**src/rtl/uart_cmd_pkg.sv**
```systemverilog
// Shared constants and enums for the UART command router and its byte decoder.
package uart_cmd_pkg;

  localparam logic [7:0] CMD_SEL_BASE = 8'h30;  // '0'
  localparam logic [7:0] CMD_BTN_LO   = 8'h61;  // 'a'
  localparam logic [7:0] CMD_BTN_UP   = 8'h41;  // 'A'
  localparam logic [7:0] CMD_RESET    = 8'h21;  // '!'

  // Wide enough for a channel index (up to 10) or a button index (up to 8).
  localparam int IDX_W = 4;

  typedef enum logic [1:0] {IDLE, PULSE, GAP} state_t;

  typedef enum logic [1:0] {KIND_NONE, KIND_SEL, KIND_BTN, KIND_RST} kind_t;

endpackage

```
**src/rtl/uart_cmd_decode.sv**
```systemverilog
// Combinational classification of a command byte into {kind, index}.
// Out-of-range select/button indices decode as KIND_NONE.
module uart_cmd_decode
  import uart_cmd_pkg::*;
#(
  parameter int NUM_CH = 4,
  parameter int BTN_W  = 4
) (
  input  logic [7:0]       rx_byte,
  output kind_t            kind,
  output logic [IDX_W-1:0] idx
);

  localparam logic [7:0] NUM_CH_B = 8'(NUM_CH);
  localparam logic [7:0] BTN_W_B  = 8'(BTN_W);

  logic [7:0] sel_off;
  logic [7:0] lo_off;
  logic [7:0] up_off;

  // Unsigned wrap makes bytes below each base land far out of range.
  assign sel_off = rx_byte - CMD_SEL_BASE;
  assign lo_off  = rx_byte - CMD_BTN_LO;
  assign up_off  = rx_byte - CMD_BTN_UP;

  always_comb begin
    kind = KIND_NONE;
    idx  = '0;
    if (rx_byte == CMD_RESET) begin
      kind = KIND_RST;
    end else if (sel_off < NUM_CH_B) begin
      kind = KIND_SEL;
      idx  = sel_off[IDX_W-1:0];
    end else if (lo_off < BTN_W_B) begin
      kind = KIND_BTN;
      idx  = lo_off[IDX_W-1:0];
    end else if (up_off < BTN_W_B) begin
      kind = KIND_BTN;
      idx  = up_off[IDX_W-1:0];
    end
  end

endmodule

```
**src/rtl/uart_cmd_router.sv**
```systemverilog
// Routes UART command bytes to channel select, stretched button pulses and soft reset.
// One-entry pending buffer; bytes arriving while it is full and not popping are dropped.
module uart_cmd_router
  import uart_cmd_pkg::*;
#(
  parameter int NUM_CH       = 4,
  parameter int BTN_W        = 4,
  parameter int PULSE_CYCLES = 1,
  parameter int GAP_CYCLES   = 1,
  localparam int SEL_W       = ($clog2(NUM_CH) > 1) ? $clog2(NUM_CH) : 1
) (
  input  logic                    clk,
  input  logic                    rst,
  input  logic [SEL_W-1:0]        i_sw,
  input  logic                    rx_done,
  input  logic [7:0]              rx_data,
  output logic [SEL_W-1:0]        o_sel,
  output logic [NUM_CH*BTN_W-1:0] o_btn,
  output logic                    o_uart_reset,
  output logic                    o_busy,
  output logic                    o_drop
);

  localparam int BTN_TOT = NUM_CH * BTN_W;
  localparam int CNT_MAX = (PULSE_CYCLES > GAP_CYCLES) ? PULSE_CYCLES : GAP_CYCLES;
  localparam int CNT_W   = $clog2(CNT_MAX + 1);
  localparam logic [CNT_W-1:0] PULSE_LD = CNT_W'(PULSE_CYCLES - 1);
  localparam logic [CNT_W-1:0] GAP_LD   = CNT_W'(GAP_CYCLES - 1);

  state_t             state;
  logic [CNT_W-1:0]   cnt;
  logic               pend_vld;
  logic [7:0]         pend_dat;
  logic [SEL_W-1:0]   sw_prev;

  kind_t              dec_kind;
  logic [IDX_W-1:0]   dec_idx;

  logic               pop;
  logic               push;
  logic               pend_vld_nxt;
  logic               sw_take;
  logic               fsm_busy_nxt;
  logic [BTN_TOT-1:0] btn_vec;

  uart_cmd_decode #(
    .NUM_CH (NUM_CH),
    .BTN_W  (BTN_W)
  ) u_decode (
    .rx_byte (pend_dat),
    .kind    (dec_kind),
    .idx     (dec_idx)
  );

  assign pop          = pend_vld && (state == IDLE);
  assign push         = rx_done && (!pend_vld || pop);
  assign pend_vld_nxt = push || (pend_vld && !pop);
  assign sw_take      = (i_sw != sw_prev) && (int'(i_sw) < NUM_CH);
  assign btn_vec      = BTN_TOT'(1) << (int'(o_sel) * BTN_W + int'(dec_idx));

  // Next-cycle FSM occupancy, so o_busy can be registered like every other output.
  always_comb begin
    fsm_busy_nxt = 1'b1;
    case (state)
      IDLE:    fsm_busy_nxt = pop && (dec_kind == KIND_BTN);
      GAP:     fsm_busy_nxt = (cnt != '0);
      default: fsm_busy_nxt = 1'b1;
    endcase
  end

  always_ff @(posedge clk or posedge rst) begin
    if (rst) begin
      state        <= IDLE;
      cnt          <= '0;
      pend_vld     <= 1'b0;
      pend_dat     <= '0;
      sw_prev      <= '0;
      o_sel        <= '0;
      o_btn        <= '0;
      o_uart_reset <= 1'b0;
      o_busy       <= 1'b0;
      o_drop       <= 1'b0;
    end else begin
      o_uart_reset <= pop && (dec_kind == KIND_RST);
      o_drop       <= rx_done && !push;
      o_busy       <= pend_vld_nxt || fsm_busy_nxt;
      sw_prev      <= i_sw;
      pend_vld     <= pend_vld_nxt;
      if (push) pend_dat <= rx_data;

      // A fresh switch movement overrides a UART select in the same cycle.
      if (sw_take) begin
        o_sel <= i_sw;
      end else if (pop && (dec_kind == KIND_SEL)) begin
        o_sel <= dec_idx[SEL_W-1:0];
      end

      // o_btn itself holds the latched channel/button for the whole pulse.
      case (state)
        IDLE: begin
          if (pop && (dec_kind == KIND_BTN)) begin
            state <= PULSE;
            cnt   <= PULSE_LD;
            o_btn <= btn_vec;
          end
        end
        PULSE: begin
          if (cnt == '0) begin
            state <= GAP;
            cnt   <= GAP_LD;
            o_btn <= '0;
          end else begin
            cnt <= cnt - CNT_W'(1);
          end
        end
        GAP: begin
          if (cnt == '0) state <= IDLE;
          else           cnt   <= cnt - CNT_W'(1);
        end
        default: begin
          state <= IDLE;
          o_btn <= '0;
        end
      endcase
    end
  end

endmodule
```
**config.mk**
```make
export PLATFORM = sky130hd
export DESIGN_NAME = uart_cmd_router
export DESIGN_NICKNAME = d
export VERILOG_FILES = /design/src/rtl/uart_cmd_pkg.sv /design/src/rtl/uart_cmd_decode.sv /design/src/rtl/uart_cmd_router.sv
export SDC_FILE = /design/constraint.sdc
export NUM_CORES = 1
export LEC_CHECK = 0
export BUFFER_PORTS_ARGS = -buffer_cell sky130_fd_sc_hd__buf_2
export CORE_MARGIN = 2
export CORE_UTILIZATION = 40
export DETAILED_ROUTE_END_ITERATION = 16
export SLEW_MARGIN = 15
export SYNTH_ARGS = -nofsm -noshare
export SYNTH_HDL_FRONTEND = slang
export SYNTH_SLANG_ARGS = --single-unit
export TNS_END_PERCENT = 10
```
**constraint.sdc**
```tcl
create_clock -name clk -period 4.7 [get_ports clk]
set_input_delay 1.41 -clock clk [delete_from_list [all_inputs] [get_ports clk]]
set_output_delay 1.41 -clock clk [all_outputs]
set_load 0.01 [all_outputs]
```
==> metrics, run 1 <==
Tmin final between 2000 and 2500 ps; CTS tree done; Crit-path slowest cell a2111oi_2; wire length on met2 1.34 mm; crit share post-route 0.492; Simple-Gate Fraction of Synth Area 0.129; gr ovfl total 0; initial antenna violation count 0; ANT cells 0; Post-Syn Area 0.00152 mm2; clk_lat worst skew 280 ps; cells after synthesis 122; Largest delay share family, worst path compound AO/OA/AOI/OAI gates; Max transition margin 0.377; antenna-violating nets left 0; main combinational cell family by area after synthesis compound AO/OA/AOI/OAI gates; WL final about 3 mm; slowest stage delay, CP 510 ps; Max-cap violations 0; WL/cell about 14 um; Worst Path Required 4870 ps; ranking of synthesized cells by area dfrtp_1, mux2_2, o2bb2ai_1, a22o_1, ha_1; post-CTS resize count 0; Total GRT Usage 0.161; postcts setup bufs 0; Synth Area in Compound Gates 0.152; worst clock skew 3.01 ps; status finished, final reports clean; Die Wd 65.6 um; Area Overhead vs Synth 21.5%; CTS buffer count 5; Residual DRC 0; met3 routed WL 188 um; buffers and inverters on the worst path 1; clock sinks 34; Worst VDD drop 0.305 mV; final slew viol count 0; RSZ-0062 raised after global routing no; post-route setup TNS 0 ps; static leakage 0.928 nW; Nets about 180; Fin. Hold Viols 0; vias per inst ~5.2; Cell variety after synth 35; via count 1093; Final setup violation count 0; worst path cell trace inv_1 > ha_1 > nand2b_1 > a2111oi_2 > o211a_1 > nor2_4 > a22o_1; Post-DP HPWL 2.27 mm; Synth area leader dfrtp_1; first-pass GRT wire length 5.13 mm; Hold/Removal Path Class flip-flop to flip-flop; Root Driver clkbuf_8; Synth Register Bits 34; placer's final routability congestion estimate 0.884; xor/xnor share of the synthesized area 0.0115; top routing layer in use met4; # port buffers 33; final setup margin between 2000 and 2500 ps; Synth top area share 0.560; Metal-1 WL 1.34 mm; Worst-Margin Slew 933 ps; Initial Util 0.415; register area share after synthesis 0.560; CP Capture Type flip-flop; vias in the first global route roughly 1100; Fmax 433 MHz; worst-path fanout max 17; 1st-pass router iterations 4; mux cell area share after synthesis 0.0741; CORE AREA 0.00366 mm2; share of post-route cells with drive strength above 1 0.346; Ports 34; CP arrival 2480 ps; clock-pin slew on the worst setup and hold paths 60 ps; Starting DRT DRC Count 21; H-tree level count 2; maximum clock insertion buffer count 2; Worst setup SP type flip-flop; Post-Synth Adder-Cell Area 0.0379; P per Cell Area 381 mW/mm2; die height 65.6 um; # rows 22; total die area approximately 0.0043 mm2; Avg Synthesized Cell Area 12.5 um2; WS Path Type flip-flop to flip-flop; largest net degree at the start of global routing 27; synth warn 0; pre-CTS setup slack ~2300 ps; cts hold-fix bufs 0
## area by class of cell
class	instances	area, um2
clock buffer	6	82.6
clock inverter	1	30.0
fill	331	1820
inverter	7	26.3
multi-input combinational	80	623
sequential	34	851
tap	48	60.1
timing repair buffer	34	173
## worst reg2reg max path: stages (launching register included)
cell and delay, ps:
dfrtp_1 480, inv_1 140, ha_1 210, nand2b_1 80, a2111oi_2 510, o211a_1 390
nor2_4 130, a22o_1 260
## registers in the layout (all words and copies together), names as in the netlist
name,count
o_btn,16
o_uart_reset,1
o_busy,1
sw_prev,2
pend_dat,8
o_sel,2
pend_vld,1
state,2
o_drop,1
## path summary, 6_finish.rpt
kind	from	endpoint	slack, ps	cells past startpoint
max in group asynchronous	rst	o_btn[12]$_DFFE_PP0P_	2700	3
min reg2reg	state[1]$_DFFE_PP0P_	state[1]$_DFFE_PP0P_	450	1
max reg2reg	pend_dat[0]$_DFFE_PP0P_	o_btn[3]$_DFFE_PP0P_	2390	7
min in group asynchronous	rst	o_btn[1]$_DFFE_PP0P_	1330	2
max	pend_dat[0]$_DFFE_PP0P_	o_btn[3]$_DFFE_PP0P_	2390	7
min	state[1]$_DFFE_PP0P_	state[1]$_DFFE_PP0P_	450	1
## cell usage in the layout (no fill, tap or decap), types with 2 or more instances in the layout
master     instances
a21oi_1            2
a22o_1             6
and3_1             2
buf_2             33
clkbuf_8           6
conb_1             2
dfrtp_1           34
ha_1               3
inv_1              7
mux2_2            10
nand2_1            4
nand3_1            4
nand3b_1           2
nand4_1            2
nor2_1             7
nor2b_1            2
nor3_1             2
o211a_1            2
o21ai_0            3
o2bb2ai_1         10
xor2_1             2
## per-stage QoR
stage | hold WS [ps] | power, mW | instance area [um2] | utilization | instances
after floorplan | 420 | 0.408 | 1520 | - | 123
after detailed placement | 444 | 0.442 | 1730 | 0.473 | 203
after global placement | 436 | 0.438 | 1730 | 0.473 | 203
final | 450 | 0.704 | 1850 | 0.504 | 210
after global routing | 479 | 0.742 | 1850 | 0.504 | 210
after CTS | 453 | 0.710 | 1850 | 0.504 | 210
## cells by family after synthesis
kind of cell               after synthesis
and+or+nand+nor                         34
muxes                                   10
AOI/OAI and AO/OA                       28
adders and majority gates                4
xor gates and xnor gates                 2
buffers and inverters                    9
other                                    1
DFF                                     34
## Yosys cell counts
cell type	n
nand3b_1	2
xor2_1	2
nand3_2	1
nand4_1	2
dfrtp_1	34
inv_1	7
nor2b_1	2
conb_1	1
o2111ai_1	1
or4_1	1
nand3_1	4
o211ai_1	1
nor2_1	7
and4b_1	1
o31ai_1	1
a22o_1	6
nor3b_1	1
o211a_1	2
and2_2	1
nor2_4	1
ha_1	3
and3_1	2
nand2_1	4
mux2_2	10
a21boi_0	1
o2bb2ai_1	10
a2111oi_2	1
a21oi_1	2
nand2b_1	1
nor2_2	1
nor4_1	1
fa_1	1
nor3_1	2
buf_6	2
o21ai_0	3
## layer usage
| layer | vias to the layer above | GRT usage |
|---|---|---|
| li1 | 527 | - |
| met1 | 527 | 0.206 |
| met2 | 33 | 0.253 |
| met3 | 6 | 0.0582 |
| met4 | 0 | 0.0547 |
| met5 | - | 0 |
## power breakdown
group          internal, mW  total (mW)  switching, mW  leakage (nW)
Sequential            0.315       0.335         0.0200         0.441
Clock                 0.169       0.268         0.0981        0.0573
Combinational        0.0464       0.102         0.0551         0.430
Total                 0.530       0.704          0.173         0.928
Note: power is estimated with default switching activity, not from simulation.
==> inputs of run 2 (changes only) <==
==> constraint.sdc (replaced) <==
create_clock -name clk -period 2.15 [get_ports clk]
set_input_delay 0.645 -clock clk [delete_from_list [all_inputs] [get_ports clk]]
set_output_delay 0.645 -clock clk [all_outputs]
set_load 0.01 [all_outputs]
==> run 2 against run 1 <==
  * Via count rose by 0.37%
  * Hold slack got worse by 12 ps
  * Die area did not move
  * Clock skew rose by 1.1 ps
  * Sequential share of layout area fell by 0.71 points
  * Combinational power rose by 150%
  * Critical endpoint is now o_btn[13]$_DFFE_PP0P_
  * Sequential cell count did not move
  * Critical path depth rose by 1
  * Cell count rose by 2.9%
  * Routed wire length rose by 1.5%
==> metrics, run 2 (same netlist as run 1, synthesis figures left out) <==
total die area 0.00431 mm2 (unchanged); crit share post-route 0.951 (was 0.492); Max-cap violations 0 (unchanged); clock-pin slew on the worst setup and hold paths 60 ps (about the same); final slew viol count 0 (unchanged); fill cell count 337 (was 331); Design Power 1.45 mW (was 0.704 mW); Reg with most FFs o_btn (unchanged); CORE AREA 0.00366 mm2 (unchanged); biggest registers after layout o_btn x16, pend_dat x8 (unchanged); most frequent cells in the layout dfrtp_1, buf_2, o2bb2ai_1, mux2_2 (unchanged); clk_lat worst skew 280 ps (about the same); most common cell after layout, fill and taps aside dfrtp_1 (unchanged); clock sinks 34 (unchanged); CP Capture Type flip-flop (unchanged); CTS tree done (unchanged); WL final 2.96 mm (was 2.92 mm); placer's final routability congestion estimate 0.876 (was 0.884); 1st-pass router iterations 4 (unchanged); Final setup violation count 0 (unchanged); static leakage 0.933 nW (was 0.928 nW); worst clock skew 4.10 ps (was 3.01 ps); vias in the first global route 1100 (was 1094); Root Driver clkbuf_8 (unchanged); worst-path fanout max 5 (was 17); Initial Util 0.415 (unchanged); WS Path Type flip-flop to flip-flop (unchanged); share of post-route cells with drive strength above 1 0.369 (was 0.346); ANT cells 0 (unchanged); Post-DP HPWL 2.24 mm (was 2.27 mm); post-CTS resize count 0 (unchanged); Starting DRT DRC Count 55 (was 21); largest net degree at the start of global routing 35 (was 27); die height 65.6 um (unchanged); WL/cell 13.7 um (was 13.9 um); status finished, final reports clean (unchanged); postcts setup bufs 0 (unchanged); initial antenna violation count 0 (unchanged); final core utilization 0.512 (was 0.504); P per Cell Area 772 mW/mm2 (was 381 mW/mm2); CTS buffer count 5 (unchanged); Residual DRC 0 (unchanged); vias per inst 5.08 (was 5.20); Total GRT Usage 0.157 (was 0.161); # rows 22 (unchanged); H-tree level count 2 (unchanged); Hold/Removal Path Class input pin to async pin (was flip-flop to flip-flop); RSZ-0062 raised after global routing yes (was no); Worst setup SP type flip-flop (unchanged); Worst VDD drop 0.551 mV (was 0.305 mV); Fin. Hold Viols 0 (unchanged); # port buffers 33 (unchanged); Area Overhead vs Synth 23.4% (was 21.5%); Ports 34 (unchanged); cts hold-fix bufs 0 (unchanged); Tmin final 2040 ps (was 2310 ps); Die Wd 65.6 um (unchanged); Worst Path Required 2320 ps (was 4870 ps); CP arrival 2220 ps (was 2480 ps); gr ovfl total 0 (unchanged); Nets 184 (was 179); maximum clock insertion buffer count 2 (unchanged); first-pass GRT wire length 5.13 mm (unchanged); Fin Hold WS 438 ps (was 450 ps); antenna-violating nets left 0 (unchanged); Fmax 489 MHz (was 433 MHz); via count 1097 (was 1093); Largest register FFs 16 (unchanged)
-- run 2: layer usage --
metal,GRT usage,vias up,part of all wire,wire length (um)
li1,-,540,-,-
met1,0.208,526,0.48,1410
met2,0.239,25,0.46,1350
met3,0.0565,6,0.051,151
met4,0.0547,0,0.017,51
met5,0,-,0,0
-- run 2: critical path, stage by stage, from the launching register on --
cell,delay [ps]
dfrtp_1,380
inv_1,110
ha_1,200
nand2b_1,120
a2111oi_4,390
buf_4,180
o211ai_1,160
and3_1,210
a22o_1,190
-- run 2: final cells by class --
| type | count | area, um2 | share of cell area |
|---|---|---|---|
| sequential | 34 | 851 | 0.454 |
| tap | 48 | 60.1 | 0.0320 |
| multi-input combinational | 80 | 636 | 0.339 |
| clock inverter | 1 | 5.00 | 0.00267 |
| inverter | 7 | 26.3 | 0.0140 |
| timing repair buffer | 39 | 210 | 0.112 |
| clock buffer | 7 | 86.3 | 0.0461 |
-- run 2: power breakdown --
group	switching (mW)	internal (mW)
combinational	0.136	0.117
sequential	0.0360	0.688
clock	0.212	0.258
-- run 2: final timing paths --
kind | from | to | slack [ps] | depth (start not counted)
hold / removal | rst | pend_dat[1]$_DFFE_PP0P_ | 440 | 3
hold reg to reg | state[1]$_DFFE_PP0P_ | state[1]$_DFFE_PP0P_ | 450 | 1
setup reg to reg | pend_dat[1]$_DFFE_PP0P_ | o_btn[13]$_DFFE_PP0P_ | 110 | 8
max in group asynchronous | rst | o_btn[8]$_DFFE_PP0P_ | 1420 | 3
setup / recovery | pend_dat[1]$_DFFE_PP0P_ | o_btn[13]$_DFFE_PP0P_ | 110 | 8
min in group clk | state[1]$_DFFE_PP0P_ | state[1]$_DFFE_PP0P_ | 450 | 1
-- run 2: through the flow --
step                      instance area, um2  setup TNS (ps)  cells  setup slack (ps)
after floorplan                         1520               0    123               135
after global placement                  1770               0    208              88.1
after detailed placement                1770               0    208              50.9
after CTS                               1860               0    216              41.7
after global routing                    1870           -8.39    216             -8.39
final                                   1870               0    216               106
==> inputs of run 3 (changes only) <==
--- a/config.mk
+++ b/config.mk
@@ -7,8 +7,9 @@
 export LEC_CHECK = 0
 export BUFFER_PORTS_ARGS = -buffer_cell sky130_fd_sc_hd__buf_2
 export CORE_MARGIN = 2
-export CORE_UTILIZATION = 40
+export CORE_UTILIZATION = 47
 export DETAILED_ROUTE_END_ITERATION = 16
+export PLACE_DENSITY = 0.71
 export SLEW_MARGIN = 15
 export SYNTH_ARGS = -nofsm -noshare
 export SYNTH_HDL_FRONTEND = slang
==> run 3 against run 2 <==
  * Critical path depth down 1
  * Fmax down 0.29%
  * First-iteration DRC count down 7.3%
  * Core utilization up 8.8 points
  * Non-clock buffer count up 1
  * Sequential share of layout area up 1.0 points
  * Sequential power about the same
  * Clock skew up 8.0 ps
  * Critical path type unchanged
  * Largest cell class unchanged
==> metrics, run 3 (same netlist as run 1, synthesis figures left out) <==
status finished, final reports clean (unchanged); Worst setup SP type flip-flop (unchanged); Nets 185 (was 184); gr busiest metal met2 (unchanged); biggest registers after layout o_btn x16, pend_dat x8 (unchanged); Fin. Hold Viols 0 (unchanged); CORE AREA 0.00305 mm2 (was 0.00366 mm2); Max transition margin 0.630; Worst VDD drop 0.424 mV (was 0.551 mV); worst path cell trace inv_1 > ha_2 > nand2b_1 > a2111oi_4 > o211a_2 > nand3b_1 > o2bb2ai_1 (was inv_1 > ha_1 > nand2b_1 > a2111oi_4 > buf_4 > o211ai_1 > and3_1 > a22o_1); Worst Path Required 2380 ps (was 2320 ps); Reg with most FFs o_btn (unchanged); clk_lat worst skew 330 ps (was 280 ps); P per Cell Area 704 mW/mm2 (was 772 mW/mm2); most frequent cells in the layout dfrtp_1, buf_2, o2bb2ai_1, mux2_2 (unchanged); fill cell count 288 (was 337); Hold/Removal Path Class input pin to async pin (unchanged); Largest register FFs 16 (unchanged); share of post-route cells with drive strength above 1 0.369 (unchanged); initial antenna violation count 0 (unchanged); largest net degree at the start of global routing 35 (unchanged); Largest delay share family, worst path compound AO/OA/AOI/OAI gates (unchanged); maximum clock insertion buffer count 2 (unchanged); ANT cells 0 (unchanged); final slew viol count 0 (unchanged); met1 Usage GRT 0.227 (was 0.208); vias in the first global route 1092 (was 1100); Final setup violation count 0 (unchanged); # rows 20 (was 22); Residual DRC 0 (unchanged); final core utilization 0.600 (was 0.512); cts hold-fix bufs 0 (unchanged); Ports 34 (unchanged); sw frac 0.282 (was 0.266); NetSw 0.364 mW (was 0.384 mW); first-pass GRT wire length 4.91 mm (was 5.13 mm); Post-DP HPWL 2.31 mm (was 2.24 mm); most common cell after layout, fill and taps aside dfrtp_1 (unchanged); placer's final routability congestion estimate 0.844 (was 0.876); static leakage 0.913 nW (was 0.933 nW); vias per inst 5.33 (was 5.08); crit share post-route 0.954 (was 0.951); gr ovfl total 0 (unchanged); Root Driver clkbuf_4 (was clkbuf_8); CTS buffer count 5 (unchanged); RSZ-0062 raised after global routing yes (unchanged); Total GRT Usage 0.185 (was 0.157); slowest stage delay, CP 420 ps (was 390 ps); Area Overhead vs Synth 20.7% (was 23.4%); WL/cell 14.2 um (was 13.7 um); register area 851 um2 (unchanged); Tmin final 2050 ps (was 2040 ps); internal power 0.927 mW (was 1.06 mW); area of the multi-input gates 638 um2 (was 636 um2); clock sinks 34 (unchanged); Comb pwr share 0.195 (was 0.175); # port buffers 33 (unchanged); worst clock skew 12.1 ps (was 4.10 ps); total die area 0.00370 mm2 (was 0.00431 mm2); Starting DRT DRC Count 51 (was 55); buffers and inverters on the worst path 1 (was 2); Crit-path slowest cell dfrtp_1 (was a2111oi_4); CP Capture Type flip-flop (unchanged); GR Util met3 0.0384 (was 0.0565); 1st-pass router iterations 4 (unchanged); Fmax 488 MHz (was 489 MHz); WL final 3.02 mm (was 2.96 mm); Max-cap violations 0 (unchanged); via count 1130 (was 1097); clock-pin slew on the worst setup and hold paths 100 ps (was 60 ps); worst-path fanout max 7 (was 5); Die Wd 60.9 um (was 65.6 um); CP arrival 2280 ps (was 2220 ps); CTS tree done (unchanged); Initial Util 0.498 (was 0.415); Fin Hold WS 391 ps (was 438 ps); Seq pwr share 0.561 (was 0.500); Worst-Margin Slew 554 ps; antenna-violating nets left 0 (unchanged); met2 usage in global routing 0.312 (was 0.239); clock share of power 0.244 (was 0.325); die height 60.9 um (was 65.6 um); WS Path Type flip-flop to flip-flop (unchanged); H-tree level count 2 (unchanged)
==> run 3: cell type report <==
| cell class | instances | area share |
|---|---|---|
| clock buffers | 7 | 0.0246 |
| inverters | 7 | 0.0143 |
| multi-input cells | 80 | 0.348 |
| flip-flops and latches | 34 | 0.464 |
| well taps | 44 | 0.0300 |
| repair buffers | 40 | 0.119 |
==> run 3: through the flow <==
step | setup TNS, ps | setup slack [ps] | total power, mW | cell area, um2 | instances
CTS | 0 | 53.6 | 1.30 | 1810 | 211
floorplan | 0 | 135 | 0.891 | 1520 | 123
detailed placement | 0 | 30.2 | 0.982 | 1770 | 204
global placement | 0 | 144 | 0.972 | 1770 | 204
global route | -7.26 | -4.92 | 1.37 | 1830 | 212
finish | 0 | 99.7 | 1.29 | 1830 | 212
==> run 3: final timing paths <==
kind,startpoint,endpoint,slack [ps],cells past startpoint
max,pend_dat[1]$_DFFE_PP0P_,o_btn[8]$_DFFE_PP0P_,100,7
min in group clk,i_sw[1],sw_prev[1]$_DFF_PP0_,460,1
min reg2reg,state[1]$_DFFE_PP0P_,state[1]$_DFFE_PP0P_,480,1
max reg2reg,pend_dat[1]$_DFFE_PP0P_,o_btn[8]$_DFFE_PP0P_,100,7
min,rst,o_btn[0]$_DFFE_PP0P_,390,3
max in group asynchronous,rst,o_btn[8]$_DFFE_PP0P_,1450,3
==> run 3: layer usage <==
layer  vias to the layer above  wire length (um)
met5                         -                 0
met4                         0                34
met3                         4               123
met2                        36              1530
met1                       554              1330
li1                        536                 -
==> run 3: timing repair <==
| item | CTS | global route |
|---|---|---|
| setup buffers | 0 | 1 |
| pin swaps | 0 | 2 |
| setup endpoints to repair | 1 | 13 |
| gates resized for setup | 1 | 3 |
==> run 3: worst min-delay path: cells and delay by family <==
| family | cells | cell delay (ps) |
|---|---|---|
| buffers and inverters | 3 | 500 |
==> run 3: power by group through the flow <==
stage	registers [mW]	clock network (mW)	logic, mW
global placement	0.732	0	0.239
detailed placement	0.735	0	0.247
CTS	0.723	0.326	0.248
floorplan	0.746	0	0.146
finish	0.724	0.315	0.251
global route	0.731	0.356	0.282
